`src/rtl/mem_arbiter.sv`:
```
// -----------------------------------------------------------------------------
// mem_arbiter
//
// Shares one single-port memory between the instruction fetch bus (ibus) and
// the load/store data bus (dbus) of the ezpipe core. dbus has priority, but a
// streak counter limits how many dbus grants in a row may pass a waiting ibus
// request. Every memory access is a registered strobe held until mem_ready,
// with a per-access timeout that aborts the access and reports an error.
//
// Parameters
//   DBUS_MAX_BURST : max consecutive dbus grants while ibus is waiting (1..15)
//   TIMEOUT        : cycles an access may wait for mem_ready (1..65535)
//
// Ports
//   clk             : single clock, rising edge
//   reset           : asynchronous, active-low; clears all state and outputs
//   ibus_req/addr   : fetch request, held until ibus_ready or ibus_err
//   ibus_data       : fetched word, valid with ibus_ready (0 otherwise)
//   ibus_ready/err  : one-cycle completion / timeout pulses
//   dbus_rd/wr      : load / store request (both high is illegal)
//   dbus_addr       : load/store address
//   dbus_data_wr    : store data
//   dbus_data_rd    : load data, valid with dbus_data_ready (0 for stores)
//   dbus_data_ready : one-cycle completion pulse
//   dbus_err        : one-cycle pulse on timeout or illegal request
//   mem_addr/wdata  : registered memory address / write data
//   mem_rd/mem_wr   : registered strobes, held until mem_ready or timeout
//   mem_rdata       : read data, sampled on the edge where mem_ready is high
//   mem_ready       : memory completion (ignored while idle)
// -----------------------------------------------------------------------------
module mem_arbiter #(
    parameter int unsigned DBUS_MAX_BURST = 4,
    parameter int unsigned TIMEOUT        = 255
) (
    input  logic        clk,
    input  logic        reset,
    input  logic        ibus_req,
    input  logic [31:0] ibus_addr,
    output logic [31:0] ibus_data,
    output logic        ibus_ready,
    output logic        ibus_err,
    input  logic        dbus_rd,
    input  logic        dbus_wr,
    input  logic [31:0] dbus_addr,
    input  logic [31:0] dbus_data_wr,
    output logic [31:0] dbus_data_rd,
    output logic        dbus_data_ready,
    output logic        dbus_err,
    output logic [31:0] mem_addr,
    output logic [31:0] mem_wdata,
    output logic        mem_rd,
    output logic        mem_wr,
    input  logic [31:0] mem_rdata,
    input  logic        mem_ready
);

    typedef enum logic [1:0] {
        IDLE  = 2'd0,
        I_ACC = 2'd1,
        D_ACC = 2'd2
    } state_t;

    localparam logic [3:0]  BURST_MAX = 4'(DBUS_MAX_BURST);
    // The timeout counter starts at 0 on the entry edge, so the edge that sees
    // TIMEOUT-1 is the TIMEOUT-th edge after entry.
    localparam logic [15:0] TMO_LAST  = 16'(TIMEOUT - 1);

    state_t      r_state;
    logic [3:0]  r_streak;
    logic [15:0] r_tmo;

    logic [31:0] r_ibus_data;
    logic        r_ibus_ready;
    logic        r_ibus_err;
    logic [31:0] r_dbus_data_rd;
    logic        r_dbus_ready;
    logic        r_dbus_err;
    logic [31:0] r_mem_addr;
    logic [31:0] r_mem_wdata;
    logic        r_mem_rd;
    logic        r_mem_wr;

    logic w_ibus_elig;
    logic w_dbus_elig;
    logic w_dbus_illegal;
    logic w_streak_ok;
    logic w_tmo_expired;

    // A requester is masked during the cycle its own ready/err pulse is out,
    // because its request may still be high from the access just finished.
    assign w_ibus_elig    = ibus_req & ~r_ibus_ready & ~r_ibus_err;
    assign w_dbus_elig    = (dbus_rd | dbus_wr) & ~r_dbus_ready & ~r_dbus_err;
    assign w_dbus_illegal = dbus_rd & dbus_wr;
    assign w_streak_ok    = (r_streak < BURST_MAX);
    assign w_tmo_expired  = (r_tmo == TMO_LAST);

    always_ff @(posedge clk or negedge reset) begin
        if (!reset) begin
            r_state        <= IDLE;
            r_streak       <= 4'd0;
            r_tmo          <= 16'd0;
            r_ibus_data    <= 32'd0;
            r_ibus_ready   <= 1'b0;
            r_ibus_err     <= 1'b0;
            r_dbus_data_rd <= 32'd0;
            r_dbus_ready   <= 1'b0;
            r_dbus_err     <= 1'b0;
            r_mem_addr     <= 32'd0;
            r_mem_wdata    <= 32'd0;
            r_mem_rd       <= 1'b0;
            r_mem_wr       <= 1'b0;
        end else begin
            // Response outputs are single-cycle pulses; data is only
            // non-zero alongside its ready pulse.
            r_ibus_ready   <= 1'b0;
            r_ibus_err     <= 1'b0;
            r_ibus_data    <= 32'd0;
            r_dbus_ready   <= 1'b0;
            r_dbus_err     <= 1'b0;
            r_dbus_data_rd <= 32'd0;

            case (r_state)
                IDLE: begin
                    if (w_dbus_elig && w_dbus_illegal) begin
                        // Load and store together: reject without touching
                        // memory. The err pulse masks dbus next cycle, which
                        // lets a waiting ibus request through.
                        r_dbus_err <= 1'b1;
                    end else if (w_dbus_elig && (!w_ibus_elig || w_streak_ok)) begin
                        r_state     <= D_ACC;
                        r_tmo       <= 16'd0;
                        r_mem_addr  <= dbus_addr;
                        r_mem_wdata <= dbus_data_wr;
                        r_mem_rd    <= dbus_rd;
                        r_mem_wr    <= dbus_wr;
                        // Only reached with ibus eligible when the streak is
                        // below the limit, so the increment saturates there.
                        r_streak    <= w_ibus_elig ? (r_streak + 4'd1) : 4'd0;
                    end else if (w_ibus_elig) begin
                        r_state    <= I_ACC;
                        r_tmo      <= 16'd0;
                        r_mem_addr <= ibus_addr;
                        r_mem_rd   <= 1'b1;
                        r_mem_wr   <= 1'b0;
                        r_streak   <= 4'd0;
                    end
                end

                I_ACC, D_ACC: begin
                    if (mem_ready) begin
                        r_state  <= IDLE;
                        r_mem_rd <= 1'b0;
                        r_mem_wr <= 1'b0;
                        if (r_state == I_ACC) begin
                            r_ibus_ready <= 1'b1;
                            r_ibus_data  <= mem_rdata;
                        end else begin
                            r_dbus_ready   <= 1'b1;
                            r_dbus_data_rd <= r_mem_wr ? 32'd0 : mem_rdata;
                        end
                    end else if (w_tmo_expired) begin
                        r_state  <= IDLE;
                        r_mem_rd <= 1'b0;
                        r_mem_wr <= 1'b0;
                        if (r_state == I_ACC) begin
                            r_ibus_err <= 1'b1;
                        end else begin
                            r_dbus_err <= 1'b1;
                        end
                    end else begin
                        r_tmo <= r_tmo + 16'd1;
                    end
                end

                default: begin
                    r_state  <= IDLE;
                    r_mem_rd <= 1'b0;
                    r_mem_wr <= 1'b0;
                end
            endcase
        end
    end

    assign ibus_data       = r_ibus_data;
    assign ibus_ready      = r_ibus_ready;
    assign ibus_err        = r_ibus_err;
    assign dbus_data_rd    = r_dbus_data_rd;
    assign dbus_data_ready = r_dbus_ready;
    assign dbus_err        = r_dbus_err;
    assign mem_addr        = r_mem_addr;
    assign mem_wdata       = r_mem_wdata;
    assign mem_rd          = r_mem_rd;
    assign mem_wr          = r_mem_wr;

endmodule

```
`config.mk`:
```
export PLATFORM = sky130hd
export DESIGN_NAME = mem_arbiter
export DESIGN_NICKNAME = d
export VERILOG_FILES = /design/src/rtl/mem_arbiter.sv
export SDC_FILE = /design/constraint.sdc
export NUM_CORES = 1
export LEC_CHECK = 0
export CAP_MARGIN = 25
export CORE_MARGIN = 2
export CORE_UTILIZATION = 43
export DETAILED_ROUTE_END_ITERATION = 12
export MAX_ROUTING_LAYER = met4
export PLACE_DENSITY = 0.9
export SYNTH_ARGS = -nofsm -noshare
export SYNTH_HDL_FRONTEND = slang
export SYNTH_SLANG_ARGS = --single-unit
```
`constraint.sdc`:
```
create_clock -name clk -period 2.1 [get_ports clk]
set_input_delay 0.42 -clock clk [delete_from_list [all_inputs] [get_ports clk]]
set_output_delay 0.42 -clock clk [all_outputs]
set_load 0.1 [all_outputs]
```
==> results of run 1 <==
critical path: cells and delay by family (launching register included):
kind                       cells  cell delay [ns]
AOI/OAI and AO/OA              2             0.47
DFF                            1             0.40
adders and majority gates      1             0.37
and+or+nand+nor                2             0.33
buffers and inverters          2             0.26
kinds of logic after synthesis:
logic type      share of synthesized area
simple gates                        0.161
flops                               0.606
compound gates                     0.0776
mux                                 0.108
buf+inv                            0.0328
fa+ha+maj                          0.0132
xor+xnor                          0.00136
timing repair:
action / 4_1_cts / 5_1_grt
hold endpoints to repair: 48 / 0
buffers inserted: 0 / 1
setup endpoints to repair: 0 / 1
hold buffers: 1 / 0
cell type report:
type | instances | area (µm²)
Clock buffer | 23 | 478
Multi-Input combinational cell | 325 | 2330
Clock inverter | 9 | 158
Sequential cell | 156 | 3910
Timing Repair Buffer | 291 | 2620
Inverter | 9 | 33.8
Fill cell | 1063 | 4830
Tap cell | 184 | 230
per-stage QoR:
step | util | area, µm²
floorplan | - | 6440
global route | 0.669 | 9760
global placement | 0.624 | 9110
finish | 0.669 | 9760
CTS | 0.669 | 9750
detailed placement | 0.624 | 9110
flip-flops by register name, summed over array words and instances (netlist names), 2 cells and up:
name / cells
dbus_data_rd: 32
ibus_data: 32
mem_addr: 32
mem_wdata: 32
r_state: 2
r_streak: 4
r_tmo: 16
cells in the final DEF, fill, tap and decap left out, types with 3 or more instances in the layout:
master / count
sky130_fd_sc_hd__a21oi_1: 41
sky130_fd_sc_hd__and2_1: 69
sky130_fd_sc_hd__and3_1: 6
sky130_fd_sc_hd__and3_2: 3
sky130_fd_sc_hd__and4_1: 4
sky130_fd_sc_hd__buf_12: 8
sky130_fd_sc_hd__buf_4: 149
sky130_fd_sc_hd__bufinv_16: 4
sky130_fd_sc_hd__clkbuf_1: 3
sky130_fd_sc_hd__clkbuf_16: 17
sky130_fd_sc_hd__clkbuf_8: 3
sky130_fd_sc_hd__clkdlybuf4s50_1: 132
sky130_fd_sc_hd__dfrtp_1: 154
sky130_fd_sc_hd__ha_1: 6
sky130_fd_sc_hd__inv_1: 8
sky130_fd_sc_hd__mux2_2: 32
sky130_fd_sc_hd__mux2i_1: 32
sky130_fd_sc_hd__nand2_1: 15
sky130_fd_sc_hd__nand2b_1: 4
sky130_fd_sc_hd__nand3_1: 9
sky130_fd_sc_hd__nor2_1: 38
sky130_fd_sc_hd__o21ai_0: 12
sky130_fd_sc_hd__o31ai_1: 7
sky130_fd_sc_hd__o41ai_1: 3
routing by layer:
layer | up-vias | share of wire | global-route usage
met5 | - | 0 | -
met4 | 0 | 0.022 | 0.0698
met3 | 30 | 0.062 | 0.0569
met2 | 188 | 0.50 | 0.357
met1 | 2463 | 0.41 | 0.263
li1 | 2363 | - | -
final timing paths:
| path | from | to | cells past startpoint |
|---|---|---|---|
| setup / recovery | r_state[0] | r_tmo[7] | 7 |
| hold / removal | r_tmo[6] | r_tmo[6] | 1 |
| setup reg to reg | r_state[0] | r_tmo[7] | 7 |
| hold reg to reg | r_tmo[6] | r_tmo[6] | 1 |
| max in group asynchronous | reset | mem_wdata[17] | 3 |
| min in group asynchronous | reset | ibus_data[10] | 2 |
==> results.md, run 1 <==
- Clock input transition at the sequential cells of the worst setup and hold paths: 0.06 ns
- Final Hold Fails: 0
- Placeable core region: 14600 µm²
- Minimum clock period after layout: 1.94 ns
- P&R area growth vs syn: 51.6%
- CTS buffer count: 17
- Sum Neg Setup Slack: 0 ns
- Maximum number of pins on one net before global-route repair: 61
- Syn. warnings: 0
- RSZ-0062 raised after global routing: no
- Synth cell count leaders: sky130_fd_sc_hd__dfrtp_1, sky130_fd_sc_hd__and2_1, sky130_fd_sc_hd__a21oi_1
- Worst-case headroom to the max-slew limit: 0.627
- Placed wire-length estimate after detailed placement: 12300 µm
- Net count of the finished layout: 940
- Post-synth top area share: 0.606
- Final Wtd Congestion: 0.842
- Data arrival time at the worst-slack endpoint: 2.25 ns
- Async SR Flop Fraction: 1.00
- # port buffers: 267
- #FFs+latches synth: 156
- Fmax: 0.516 GHz
- Min-Delay Path Class: flop to flop
- Count leader, synth: sky130_fd_sc_hd__dfrtp_1
- Mapped Area: 6440 µm²
- Worst path cell trace: inv_1 > ha_1 > nand2b_1 > a22oi_2 > nand2_1 > buf_4 > o41ai_1
- Kind of start point of the critical path: flop
- Post-Synthesis Mean Instance Area: 12.5 µm²
- Final critical-path setup slack: 0.163 ns
- Slowest-stage cell, CP: sky130_fd_sc_hd__dfrtp_1
- Final setup violation count: 0
- Result of the run: complete, no violations
- Cell total after placement: 963
- Number of distinct library cells after synthesis: 58
- Period utilisation layout: 0.922
- DRT Wirelength: 16400 µm
- Post-synthesis net count: 656
- Setup slack, reg-to-reg: 0.16 ns
- Share of synthesized area occupied by flip-flops and latches: 0.606
- Via count of the first global-routing pass: 5212
- WL/cell: 16.5 µm
- Remaining routing DRC violations: 0
- Setup skew after layout: 0.0129 ns
- Worst Hold Margin: 0.478 ns
- Largest stage delay, worst path: 0.40 ns
- Number of standard cells in the layout, taps in and fillers out: 997
- Drt first pass iters: 4
- Detailed router's first-iteration violation count: 285
- Total gr overflow: 0
- Ports: 268
- Critical Path Fanout Max: 11
- Count of flip-flops with a built-in enable after synthesis: 0
- Number of buffers between clock root and the deepest sink: 2
- Number of antenna cells inserted: 0
- Global router's overall resource usage: 0.217
- Number of max-slew violations in the final report: 0
- Critical path class: flop to flop
- Die outline area: 16000 µm²
- Ratio of cells with drive above 1 in the final layout: 0.299
- Wire length of the first global-routing pass: 26500 µm
- Gate count of the mapped netlist: 516
- Measured slew at the worst slew-check pin: 0.559 ns
- Die outline width: 126 µm
- Initial cell density of the core: 0.441
- # resized after CTS: 0
- Cell type with the largest total area after synthesis: sky130_fd_sc_hd__dfrtp_1
- Total number of H-tree levels: 4
- Root Buffer: sky130_fd_sc_hd__clkbuf_16
- Top post-synthesis cells by area: sky130_fd_sc_hd__dfrtp_1, sky130_fd_sc_hd__and2_1, sky130_fd_sc_hd__mux2_2, sky130_fd_sc_hd__mux2i_1, sky130_fd_sc_hd__a21oi_1
- Sinks on Clock Net: 156
- Die Ht: 126 µm
- Setup Slack @ Placement: -0.118 ns
- Number of antenna violations at the first check in global routing: 0
- Via count of the routed design: 5044
- Via density: 5.06
- Clock insertion delay at the later pin of the skew report: 0.42 ns
- Kind of capture point of the worst setup path: flop
- Site row count: 44
- CTS tree: done
- Most used flip-flop cell after synthesis: sky130_fd_sc_hd__dfrtp_1
- MaxCap Viol Count: 0
- Required time worst endpoint: 2.41 ns
- ANT nets after route: 0
Power of run 1 is not shown: default switching activity piles up to over one toggle a cycle in this logic, so the estimate is an artifact.
==> inputs of run 2 (changes only) <==
--- a/config.mk
+++ b/config.mk
@@ -5,8 +5,8 @@
 export SDC_FILE = /design/constraint.sdc
 export NUM_CORES = 1
 export LEC_CHECK = 0
+export ABC_CLOCK_PERIOD_IN_PS = 2100
 export CAP_MARGIN = 25
-export CORE_MARGIN = 2
 export CORE_UTILIZATION = 43
 export DETAILED_ROUTE_END_ITERATION = 12
 export MAX_ROUTING_LAYER = met4
==> results.md, run 2 (same netlist as run 1, synthesis figures left out) <==
- Result of the run: complete, no violations
- Hold depth: 1
- Via count of the first global-routing pass: 5157
- Final setup violation count: 0
- Site row count: 44
- Hold Path Origin: r_tmo[6]
- Cell area after layout: 9780 µm²
- MaxCap Viol Count: 0
- Placeable core region: 14600 µm²
- Slowest-stage cell, CP: sky130_fd_sc_hd__dfrtp_1
- # port buffers: 267
- P&R area growth vs syn: 52.0%
- Measured slew at the worst slew-check pin: 0.441 ns
- Endpoint of the worst hold-timing path: r_tmo[6]
- Worst-case headroom to the max-slew limit: 0.706
- Final critical-path setup slack: 0.213 ns
- Setup Slack @ Placement: -0.154 ns
- Wire length of the first global-routing pass: 27000 µm
- CTS buffer count: 17
- Sequential cell area: 3910 µm²
- Number of cells traversed by the worst register-to-register path: 7
- Remaining routing DRC violations: 0
- Fin util: 0.671
- Number of buffers between clock root and the deepest sink: 2
- Placement Cell Area: 9140 µm²
- R2R Path Start: r_state[0]
- Critical Path Fanout Max: 19
- Total gr overflow: 0
- Via count of the routed design: 4997
- Required time worst endpoint: 2.41 ns
- Most frequent cells in the layout: sky130_fd_sc_hd__dfrtp_1, sky130_fd_sc_hd__buf_4, sky130_fd_sc_hd__clkdlybuf4s50_1, sky130_fd_sc_hd__and2_1, sky130_fd_sc_hd__a21oi_1
- Final Wtd Congestion: 0.813
- Sum Neg Setup Slack: 0 ns
- Clock insertion delay at the later pin of the skew report: 0.42 ns
- Die outline width: 124 µm
- Drt first pass iters: 6
- WL/cell: 16.7 µm
- Global router's overall resource usage: 0.230
- Count of buffer and inverter cells on the critical path: 2
- Kind of start point of the critical path: flop
- Sinks on Clock Net: 156
- Via density: 5.02
- DRT Wirelength: 16600 µm
- Minimum clock period after layout: 1.89 ns
- Detailed router's first-iteration violation count: 192
- Total area of multi-input combinational cells: 2340 µm²
- Root Buffer: sky130_fd_sc_hd__clkbuf_16
- Ports: 268
- Maximum number of pins on one net before global-route repair: 53
- Fill cell count: 1059
- Critical path class: flop to flop
- ANT nets after route: 0
- Period utilisation layout: 0.898
- Stages on worst setup path: 7
- Data arrival time at the worst-slack endpoint: 2.19 ns
- Initial cell density of the core: 0.441
- RSZ-0062 raised after global routing: no
- Ratio of cells with drive above 1 in the final layout: 0.302
- Final Hold Fails: 0
- Buffers inserted by post-CTS timing repair: 0
- End of the worst register-to-register path: r_tmo[7]
- Largest delay share family, worst path: compound AO/OA/AOI/OAI gates
- Largest stage delay, worst path: 0.42 ns
- CTS tree: done
- Setup slack, reg-to-reg: 0.21 ns
- Worst path cell trace: inv_1 > ha_2 > nand2b_1 > a22oi_2 > nand2_1 > buf_12 > o41ai_1
- Total number of H-tree levels: 4
- Clock input transition at the sequential cells of the worst setup and hold paths: 0.06 ns
- Number of antenna violations at the first check in global routing: 1
- Kind of capture point of the worst setup path: flop
- Die Ht: 124 µm
- Fmax: 0.530 GHz
- Setup skew after layout: 0.00690 ns
- Min-Delay Path Class: flop to flop
- Number of max-slew violations in the final report: 0
- Die outline area: 15500 µm²
- Net count of the finished layout: 938
- Most common cell after layout, fill and taps aside: sky130_fd_sc_hd__dfrtp_1
- Placed wire-length estimate after detailed placement: 12200 µm
[run 2: cell types whose count changed in the layout (fill, tap and decap cells not counted), sizes merged]
cell	before	now
bufinv	4	3
clkbuf	23	19
diode	0	1
buf	158	156
clkinv	1	3
inv	11	14
[run 2: worst max path at each step]
stage | start | end
3_5_place_dp | dbus_rd | mem_addr[20]
3_3_place_gp | dbus_rd | mem_addr[29]
4_1_cts | r_state[0] | r_tmo[7]
2_1_floorplan | ibus_ready | mem_addr[0]
6_report | r_state[0] | r_tmo[7]
5_1_grt | r_state[1] | r_tmo[12]
[run 2: routing by layer]
metal / vias up / GRT usage / part of all wire
met5: - / - / 0
met2: 204 / 0.377 / 0.51
met3: 32 / 0.0808 / 0.072
li1: 2364 / - / -
met1: 2397 / 0.263 / 0.39
met4: 0 / 0.0744 / 0.023
[run 2: metrics by stage]
step / hold WS (ns) / std cells
floorplan: 0.124 / 516
global placement: 0.369 / 962
detailed placement: 0.373 / 962
CTS: 0.486 / 995
global route: 0.523 / 996
finish: 0.486 / 996
[run 2: timing repair]
action	CTS	global route
endpoints found under the hold margin	41	0
gates resized for setup	0	1
setup endpoints to repair	0	2
hold buffers	1	0
[run 2: final cells by class]
cell class / count / share of cell area
sequential: 156 / 0.399
timing repair buffer: 289 / 0.270
multi-input combinational: 325 / 0.239
clock buffer: 19 / 0.0463
tap: 184 / 0.0235
clock inverter: 13 / 0.0182
inverter: 9 / 0.00345
antenna: 1 / 0.000256
Power of run 2 is left out for the same reason.
